==> config.mk <==
export PLATFORM = sky130hd
export DESIGN_NAME = qsn_merge_len17_flat
export DESIGN_NICKNAME = d
export VERILOG_FILES = /design/src/rtl/qsn_merge_len17_pkg.sv /design/src/rtl/qsn_merge_len17_if.sv /design/src/rtl/qsn_merge_len17_mask_gen.sv /design/src/rtl/qsn_merge_len17.sv /design/src/flat_wrapper.sv
export SDC_FILE = /design/constraint.sdc
export NUM_CORES = 1
export LEC_CHECK = 0
export CORE_MARGIN = 3
export CORE_UTILIZATION = 45
export DETAILED_ROUTE_END_ITERATION = 16
export GPL_TIMING_DRIVEN = 0
export PLACE_DENSITY = 0.85
export SYNTH_ARGS = -nofsm -noshare
export SYNTH_HDL_FRONTEND = slang
export SYNTH_SLANG_ARGS = --single-unit
==> constraint.sdc <==
create_clock -name sys_clk -period 4.1 [get_ports sys_clk]
set_clock_uncertainty 0.1 [all_clocks]
set_input_delay 0.615 -clock sys_clk [delete_from_list [all_inputs] [get_ports sys_clk]]
set_output_delay 0.615 -clock sys_clk [all_outputs]
set_load 0.005 [all_outputs]
==> src/rtl/qsn_merge_len17_pkg.sv <==
// Shared constants, stage-1 record and select helper for the 17-lane QSN merge stage.
package qsn_pkg;

   localparam int QSN_Z       = 17;
   localparam int QSN_SHIFT_W = 5;

   typedef logic [QSN_SHIFT_W-1:0] shift_t;

   typedef struct packed {
      logic   v;
      shift_t s;
      logic   e;
   } stage1_t;

   // Right shifter supplies the wrapped lanes, so it rotates by the complement of s.
   function automatic shift_t right_sel(input shift_t s, input int z);
      shift_t r;
      if (s == {QSN_SHIFT_W{1'b0}}) begin
         r = {QSN_SHIFT_W{1'b0}};
      end else begin
         r = shift_t'(z) - s;
      end
      return r;
   endfunction

endpackage

==> src/rtl/qsn_merge_len17_if.sv <==
// Request, select and merged-result bundle between the address generator, shifters and merge stage.
interface qsn_merge_len17_if
   import qsn_pkg::*;
#(
   parameter int Z       = QSN_Z,
   parameter int SHIFT_W = QSN_SHIFT_W
);
   logic               in_valid;
   logic [SHIFT_W-1:0] shift_factor;
   logic [SHIFT_W-1:0] sel_left;
   logic [SHIFT_W-1:0] sel_right;
   logic [Z-1:0]       left_in;
   logic [Z-1:0]       right_in;
   logic               out_valid;
   logic [Z-1:0]       out_data;
   logic               out_err;

   modport master (
      output in_valid, shift_factor, left_in, right_in,
      input  sel_left, sel_right, out_valid, out_data, out_err
   );

   modport slave (
      input  in_valid, shift_factor, left_in, right_in,
      output sel_left, sel_right, out_valid, out_data, out_err
   );
endinterface

==> src/rtl/qsn_merge_len17_mask_gen.sv <==
// Lane mask for merging left/right QSN shifter outputs; lane i comes from the left shifter when i < Z-s.
module qsn_mask_gen #(
   parameter int Z       = 17,
   parameter int SHIFT_W = 5
) (
   input  logic [SHIFT_W-1:0] s,
   output logic [Z-1:0]       mask
);

   // Lanes below Z-s are unwrapped; s=0 leaves every lane on the left shifter.
   always_comb begin
      mask = {Z{1'b0}};
      for (int i = 0; i < Z; i++) begin
         if (i < (Z - int'(s))) begin
            mask[i] = 1'b1;
         end else begin
            mask[i] = 1'b0;
         end
      end
   end

endmodule

==> src/rtl/qsn_merge_len17.sv <==
// QSN merge/control stage: select generation, latency alignment and registered lane merge.
// Optional illegal-shift counter on err_cnt is compiled in with QSN_MERGE_ERRCNT_EN.
module qsn_merge_len17
   import qsn_pkg::*;
#(
   parameter int Z         = QSN_Z,
   parameter int SHIFT_W   = QSN_SHIFT_W,
   parameter int OUT_CNT_W = 8
) (
   input  logic               sys_clk,
   input  logic               rst,
   qsn_merge_len17_if.slave   bus
`ifdef QSN_MERGE_ERRCNT_EN
   ,
   output logic [OUT_CNT_W-1:0] err_cnt
`endif
);

   logic               illegal_s;
   logic [SHIFT_W-1:0] s_eff_s;
   logic [SHIFT_W-1:0] sel_right_s;
   stage1_t            stage1_r;
   logic [Z-1:0]       mask_s;
   logic [Z-1:0]       merged_s;
   logic               out_valid_r;
   logic [Z-1:0]       out_data_r;
   logic               out_err_r;

   // Out-of-range shifts fall back to a pass-through rotation.
   always_comb begin
      illegal_s = (bus.shift_factor >= SHIFT_W'(Z));
      if (illegal_s) begin
         s_eff_s = {SHIFT_W{1'b0}};
      end else begin
         s_eff_s = bus.shift_factor;
      end
      sel_right_s = SHIFT_W'(right_sel(shift_t'(s_eff_s), Z));
   end

   assign bus.sel_left  = s_eff_s;
   assign bus.sel_right = sel_right_s;

   // Stage 1 lines up the request with the shifters' one-cycle latency.
   always_ff @(posedge sys_clk) begin
      if (rst) begin
         stage1_r <= '{v: 1'b0, s: {QSN_SHIFT_W{1'b0}}, e: 1'b0};
      end else begin
         stage1_r.v <= bus.in_valid;
         stage1_r.s <= shift_t'(s_eff_s);
         stage1_r.e <= bus.in_valid & illegal_s;
      end
   end

   qsn_mask_gen #(
      .Z       (Z),
      .SHIFT_W (SHIFT_W)
   ) u_mask_gen (
      .s    (SHIFT_W'(stage1_r.s)),
      .mask (mask_s)
   );

   assign merged_s = (bus.left_in & mask_s) | (bus.right_in & ~mask_s);

   // Stage 2 captures the merged result; data holds across idle cycles.
   always_ff @(posedge sys_clk) begin
      if (rst) begin
         out_valid_r <= 1'b0;
         out_data_r  <= {Z{1'b0}};
         out_err_r   <= 1'b0;
      end else begin
         out_valid_r <= stage1_r.v;
         out_err_r   <= stage1_r.e;
         if (stage1_r.v) begin
            out_data_r <= merged_s;
         end else begin
            out_data_r <= out_data_r;
         end
      end
   end

   assign bus.out_valid = out_valid_r;
   assign bus.out_data  = out_data_r;
   assign bus.out_err   = out_err_r;

`ifdef QSN_MERGE_ERRCNT_EN
   logic [OUT_CNT_W-1:0] err_cnt_r;

   // Saturating count of illegal requests, cleared only by reset.
   always_ff @(posedge sys_clk) begin
      if (rst) begin
         err_cnt_r <= {OUT_CNT_W{1'b0}};
      end else if (stage1_r.e && (err_cnt_r != {OUT_CNT_W{1'b1}})) begin
         err_cnt_r <= err_cnt_r + OUT_CNT_W'(1);
      end else begin
         err_cnt_r <= err_cnt_r;
      end
   end

   assign err_cnt = err_cnt_r;
`endif

endmodule
==> src/flat_wrapper.sv <==
// flat-port wrapper written by rule: the top's interface ports become plain ports
module qsn_merge_len17_flat import qsn_pkg::*;
#(
   parameter int Z         = QSN_Z,
   parameter int SHIFT_W   = QSN_SHIFT_W,
   parameter int OUT_CNT_W = 8
)
  (sys_clk, rst, bus_in_valid, bus_shift_factor, bus_left_in, bus_right_in, bus_sel_left, bus_sel_right, bus_out_valid, bus_out_data, bus_out_err);
  qsn_merge_len17_if #(.Z(Z), .SHIFT_W(SHIFT_W)) bus_i ();
  input  logic sys_clk;
  input  logic rst;
  input wire logic [$bits(bus_i.in_valid)-1:0] bus_in_valid;
  input wire logic [$bits(bus_i.shift_factor)-1:0] bus_shift_factor;
  input wire logic [$bits(bus_i.left_in)-1:0] bus_left_in;
  input wire logic [$bits(bus_i.right_in)-1:0] bus_right_in;
  output wire logic [$bits(bus_i.sel_left)-1:0] bus_sel_left;
  output wire logic [$bits(bus_i.sel_right)-1:0] bus_sel_right;
  output wire logic [$bits(bus_i.out_valid)-1:0] bus_out_valid;
  output wire logic [$bits(bus_i.out_data)-1:0] bus_out_data;
  output wire logic [$bits(bus_i.out_err)-1:0] bus_out_err;
  assign bus_i.in_valid = bus_in_valid;
  assign bus_i.shift_factor = bus_shift_factor;
  assign bus_i.left_in = bus_left_in;
  assign bus_i.right_in = bus_right_in;
  assign bus_sel_left = bus_i.sel_left;
  assign bus_sel_right = bus_i.sel_right;
  assign bus_out_valid = bus_i.out_valid;
  assign bus_out_data = bus_i.out_data;
  assign bus_out_err = bus_i.out_err;
  qsn_merge_len17 #(.Z(Z), .SHIFT_W(SHIFT_W), .OUT_CNT_W(OUT_CNT_W)) u_core (.sys_clk(sys_clk), .rst(rst), .bus(bus_i));
endmodule
# Yosys cells after proc, flatten, opt, wreduce, memory -nomap -nowiden
# Cells that the tools add are included.
# totals
register_bits,26
latch_bits,0
mem_bits_rw,0
romBits,0
inputBits,42
out_inout_bits,29
wordCells,51
memories,0
# op_classes
add_sub_neg,2
multipliers,0
div_mod_pow,0
magnitude_cmp,18
n_eq_ne,0
n_shift,0
n_mux,19
n_bitwise,5
reduce_logical,1
# ops
cell,n
5-bit by 32-bit < comparator with 1-bit output (first input constant),8
4-bit by 32-bit < comparator with 1-bit output (first input constant),4
3-bit by 32-bit < comparator with 1-bit output (first input constant),2
17-bit AND,2
1-bit by 32-bit < comparator with 1-bit output (first input constant),1
2-bit by 32-bit < comparator with 1-bit output (first input constant),1
6-bit by 32-bit < comparator with 1-bit output (first input constant),1
1-bit two-way mux,17
17-bit NOT,1
17-bit bitwise OR,1
5-bit two-way mux,2
5-bit by 5-bit subtractor with 6-bit output (first input constant),1
5-bit >= comparator (second input constant),1
5-bit logical NOT,1
5-bit subtractor (first input constant),1
1-bit AND,1

# Depth between registers and ports, before layout
# depth
depth_word,6
ltp_mapped,8
mapped_depth_nobuf,6

# By module
# A second synthesis with hierarchy kept.
# unflattened
hier_cells,173
area_unflattened_um2,1461.4
# by_module_without_submodules
module,n_inst,cells_each,area_per_inst_um2,seq_area_each_um2
qsn_merge_len17,1,110,1081.0,520.5
qsn_mask_gen,1,63,380.4,0.0

# Least setup slack after synthesis
# Ideal clock, no wire load.
# synth_timing
path_type,register -> register
startpoint,register u_core.stage1_r[2] (netlist name)
endpoint,register u_core.out_data_r[6] (netlist: u_core.bus.out_data[6])
setup_ps,88
arrival_ps,1999
t_required_ps,3912
setup_slack_ps,1913
stages_incl_launch_ff,9
path_buffers,2
synth_period_minus_slack_ps,2187
cell_sequence,dfxtp_1 -> buf_4 -> inv_1 -> ha_1 -> buf_4 -> o211ai_1 -> a21oi_2 -> or4b_1 -> a311oi_2
# synth_via
elab_chain_len,6
elab_cells_between_ends,7
cone_classes,add/sub (1); order compare (1); mux (1); bitwise (4)
# synth_lines
item,line_no,rtl
5-bit by 5-bit subtractor with 6-bit output (*),qsn_merge_len17_mask_gen.sv:14,if (i < (Z - int'(s))) begin
4-bit by 32-bit < comparator with 1-bit output (*),qsn_merge_len17_mask_gen.sv:14,
1-bit two-way mux (*),qsn_merge_len17_mask_gen.sv:14,
17-bit NOT,qsn_merge_len17.sv:62,assign merged_s = (bus.left_in & mask_s) | (bus.right_in & ~mask_s);
17-bit AND,qsn_merge_len17.sv:62,
17-bit bitwise OR (*),qsn_merge_len17.sv:62,
"end signal, assigned",qsn_merge_len17.sv:68,out_data_r <= {Z{1'b0}};
"end signal, assigned",qsn_merge_len17.sv:74,out_data_r <= merged_s;
"end signal, assigned",qsn_merge_len17.sv:76,out_data_r <= out_data_r;
"end, declared",qsn_merge_len17.sv:26,logic [Z-1:0] out_data_r;
# Mark *: on every way between the ends. The rest lies on a longest branch, timed or not.
# A chain may end at the register's enable or synchronous reset.

# Worst setup path in the final report
# layout_timing
startpoint,input bus_shift_factor[3]
endpoint,output bus_sel_right[2]
# layout_via
elab_chain_len,4
elab_cells_between_ends,5
cone_classes,add/sub (1); order compare (1); mux (2); reduce/logical (1)
# layout_lines
item,line_no,rtl
"start, declared",flat_wrapper.sv:13,input wire logic [$bits(bus_i.shift_factor)-1:0] bus_shift_factor;
5-bit >= comparator,qsn_merge_len17.sv:31,illegal_s = (bus.shift_factor >= SHIFT_W'(Z));
5-bit two-way mux (*),qsn_merge_len17.sv:32,if (illegal_s) begin
5-bit subtractor / 5-bit logical NOT (equally long branches),"qsn_merge_len17_pkg.sv:21, qsn_merge_len17_pkg.sv:18",
5-bit two-way mux (*),qsn_merge_len17_pkg.sv:18,if (s == {QSN_SHIFT_W{1'b0}}) begin
"end, declared",flat_wrapper.sv:17,output wire logic [$bits(bus_i.sel_right)-1:0] bus_sel_right;
# Marks and branches as above.

==> results.md <==
- Post-detail-place hpwl: around 3.5 mm
- Clk_lat worst skew: 0.31 ns
- Worst r2r dst: u_core.bus.out_data[6]$_SDFFE_PP0P_
- Worst Hold Depth: 1
- Initial antenna violation count: 0
- Die Y-Extent: 66.4 um
- Clock sink count: 26
- Post-Syn Nets: 237
- Final instance area: 0.00241 mm^2
- Post-synth EDFFs: 0
- Peak VDD IR: 0.000224 V
- Slew @ Worst Pin: 0.539 ns
- Netlist cell types: 56
- Die width: roughly 66 um
- Tightest Hold Check Type: flop to flop
- Clock Path Buffers: 2
- Core ar.: 0.00342 mm^2
- Met1 WL: 1.98 mm
- Critical Path Sink: bus_sel_right[2]
- # H-tree levels: 1
- Most common cell in the netlist: nor2_1
- Static Leak: 0.865 nW
- Syn avg cell area: 8.50 um^2
- Total grt overflow: 0
- # IOs: 71
- Vias in the first global route: roughly 1700
- TritonCTS clock tree: done
- # DRC: 0
- Layout cells sized above 1: 8.30%
- Fin Hold WS: 0.367 ns
- R2R setup slack: ~1.7 ns
- Row cnt: 21
- Met2 Wirelength: 2.12 mm
- Port buffer count: 69
- Fin crit share: 75.9%
- Number of hold violations in the final report: 0
- DR top layer: met4
- Worst Setup SP: bus_shift_factor[3]
- Pins Over Slew Limit: 0
- Via density: 5.70
- Vias after detailed routing: between 1500 and 2000
- Worst EP arrival: roughly 2.4 ns
- Synth Cell Area: 0.00164 mm^2
- Commonest cells in the netlist: 27 x nor2_1, 26 x dfxtp_1, 11 x nor2b_1
- Fillers: 272
- Area Overhead vs Synth: 47.0%
- Routed Antenna Nets: 0
- Critical R2R Launch: u_core.stage1_r[2]$_SDFF_PP0_
- RSZ-0062 raised after global routing: no
- Post-synthesis instance total: slightly below 200
- Met3 Wirelength: between 300 and 400 um
- Global-route wire length before repair: approximately 7.5 mm
- Post-CTS Resized: 0
- Total clock buffers created by CTS: 3
- # setup viols final: 0
- Initial DRC Count: 148
- Yosys reg bits: 26
- Power density of the placed cells: 236 mW/mm^2
- Util after Layout: 70.6%
- Largest area contributor in the netlist: dfxtp_1
- Final #Nets: a little over 300
- CP Capture Type: primary output
- Pwr Total: roughly 0.57 mW
- Fmax: 0.321 GHz
- Synth top area cells: dfxtp_1 32%, nor2_1 6.2%, a311oi_1 4.8%
- R2R cell count: 8
- CP Launch Type: primary input
- Worst EP required: 3.38 ns
- Clk slew on worst S/H paths: 0.13 ns
- Sequential area share after synthesis: a little under a third
- Share of the synthesized area in the top cell type: a little under a third
- Diode count: 0
- Clk root buf: clkbuf_4
- Critical-path maximum fanout: 4
- Setup_tns: 0 ns
- Yosys warning count: 0
- Run status: completed
- Buffer count from post-CTS setup fixing: 0
- Top_reg_cell synth: dfxtp_1
- Dpl cell area: approximately 0.0024 mm^2
- Async SR Flop Fraction: 0%
- Max-Cap Viols: 0
- Pin count of the biggest net entering global routing: 14
- Full die area: around 0.0044 mm^2
- WS Path Type: primary input to primary output
- Overall Global Routing Usage: 21.8%
- Placer Congestion: 0.868
- Router iterations before antenna repair: 4
- Max_slew headroom: 64.0%
- Final min period: 3.11 ns
- Post-Route WL: 4.56 mm
- DR WL/cell: 14.6 um
- Post-CTS Hold Fix Bufs: 0
- Initial Utilization: 48.0%
## layout make-up
class                   instances  area (um^2)  area share (%)
well taps                      46         57.6            2.39
multi-input cells             147         1020            42.4
clock buffers                   3         22.5           0.934
repair buffers                 69          691            28.6
plain buffers                  12         66.3            2.75
flip-flops and latches         26          520            21.6
inverters                       8         30.0            1.25
## layer usage
| metal | GRT usage [%] | up-vias |
|---|---|---|
| li1 | - | 865 |
| met1 | 27.8 | 820 |
| met3 | 6.12 | 10 |
| met4 | 2.79 | 0 |
| met2 | 37.3 | 78 |
| met5 | 0 | - |
## flip-flops by register name, summed over array words and instances (netlist names)
name,flops
u_core.bus.out_err,1
u_core.bus.out_valid,1
u_core.bus.out_data,17
u_core.stage1_r,7
## cell families after synthesis
logic type               synth area share (%)
adder cells (fa/ha/maj)                  1.53
XOR/XNOR                                 2.59
flip-flops                               31.7
AO/OA/AOI/OAI                            25.9
AND/OR/NAND/NOR                          32.3
buffers and inverters                    5.87
## power breakdown
| part | switching (mW) | internal [mW] |
|---|---|---|
| Combinational | 0.0792 | 0.105 |
| Sequential | 0.00899 | 0.268 |
| Clock | 0.0723 | 0.0344 |
| Total | 0.160 | 0.407 |
## placed cells by master (no fill, tap or decap), types with 3 or more instances in the layout
cell             Yosys  final
clkbuf_4             0      3
buf_4                3      3
a311oi_1             9      9
o31ai_1              4      4
nor2b_1             11     11
nand2b_1             7      7
o21ai_0              9      9
nor2_1              27     27
nand3_1              3      3
xor2_1               3      3
inv_1                7      7
dfxtp_1             26     26
nand2_1              6      6
nor3_1               9      9
nand3b_1             3      3
a211oi_1             6      6
clkbuf_1             6      6
clkdlybuf4s50_1      0     69
nor4_1               5      5
## how the worst min path moves through the flow
stage	from	to
floorplan	u_core.stage1_r[0]$_SDFF_PP0_	u_core.bus.out_err$_SDFF_PP0_
global placement	u_core.stage1_r[0]$_SDFF_PP0_	u_core.bus.out_err$_SDFF_PP0_
detailed placement	u_core.stage1_r[0]$_SDFF_PP0_	u_core.bus.out_err$_SDFF_PP0_
CTS	u_core.stage1_r[0]$_SDFF_PP0_	u_core.bus.out_err$_SDFF_PP0_
global route	u_core.stage1_r[0]$_SDFF_PP0_	u_core.bus.out_err$_SDFF_PP0_
finish	u_core.stage1_r[0]$_SDFF_PP0_	u_core.bus.out_err$_SDFF_PP0_
## stage by stage
| stage | worst slack (ns) | std cells |
|---|---|---|
| after floorplan | 1.91 | 193 |
| after global placement | 1.02 | 308 |
| after detailed placement | 0.962 | 308 |
| after CTS | 0.953 | 311 |
| after global routing | 0.803 | 311 |
| final | 0.987 | 311 |
## worst max-delay path, stage by stage
cell and delay (ns):
clkdlybuf4s50_1 0.46, nor4_1 0.48, and2_1 0.23, o21a_1 0.13, clkdlybuf4s50_1 0.49
(Power assumes the default switching activity.)
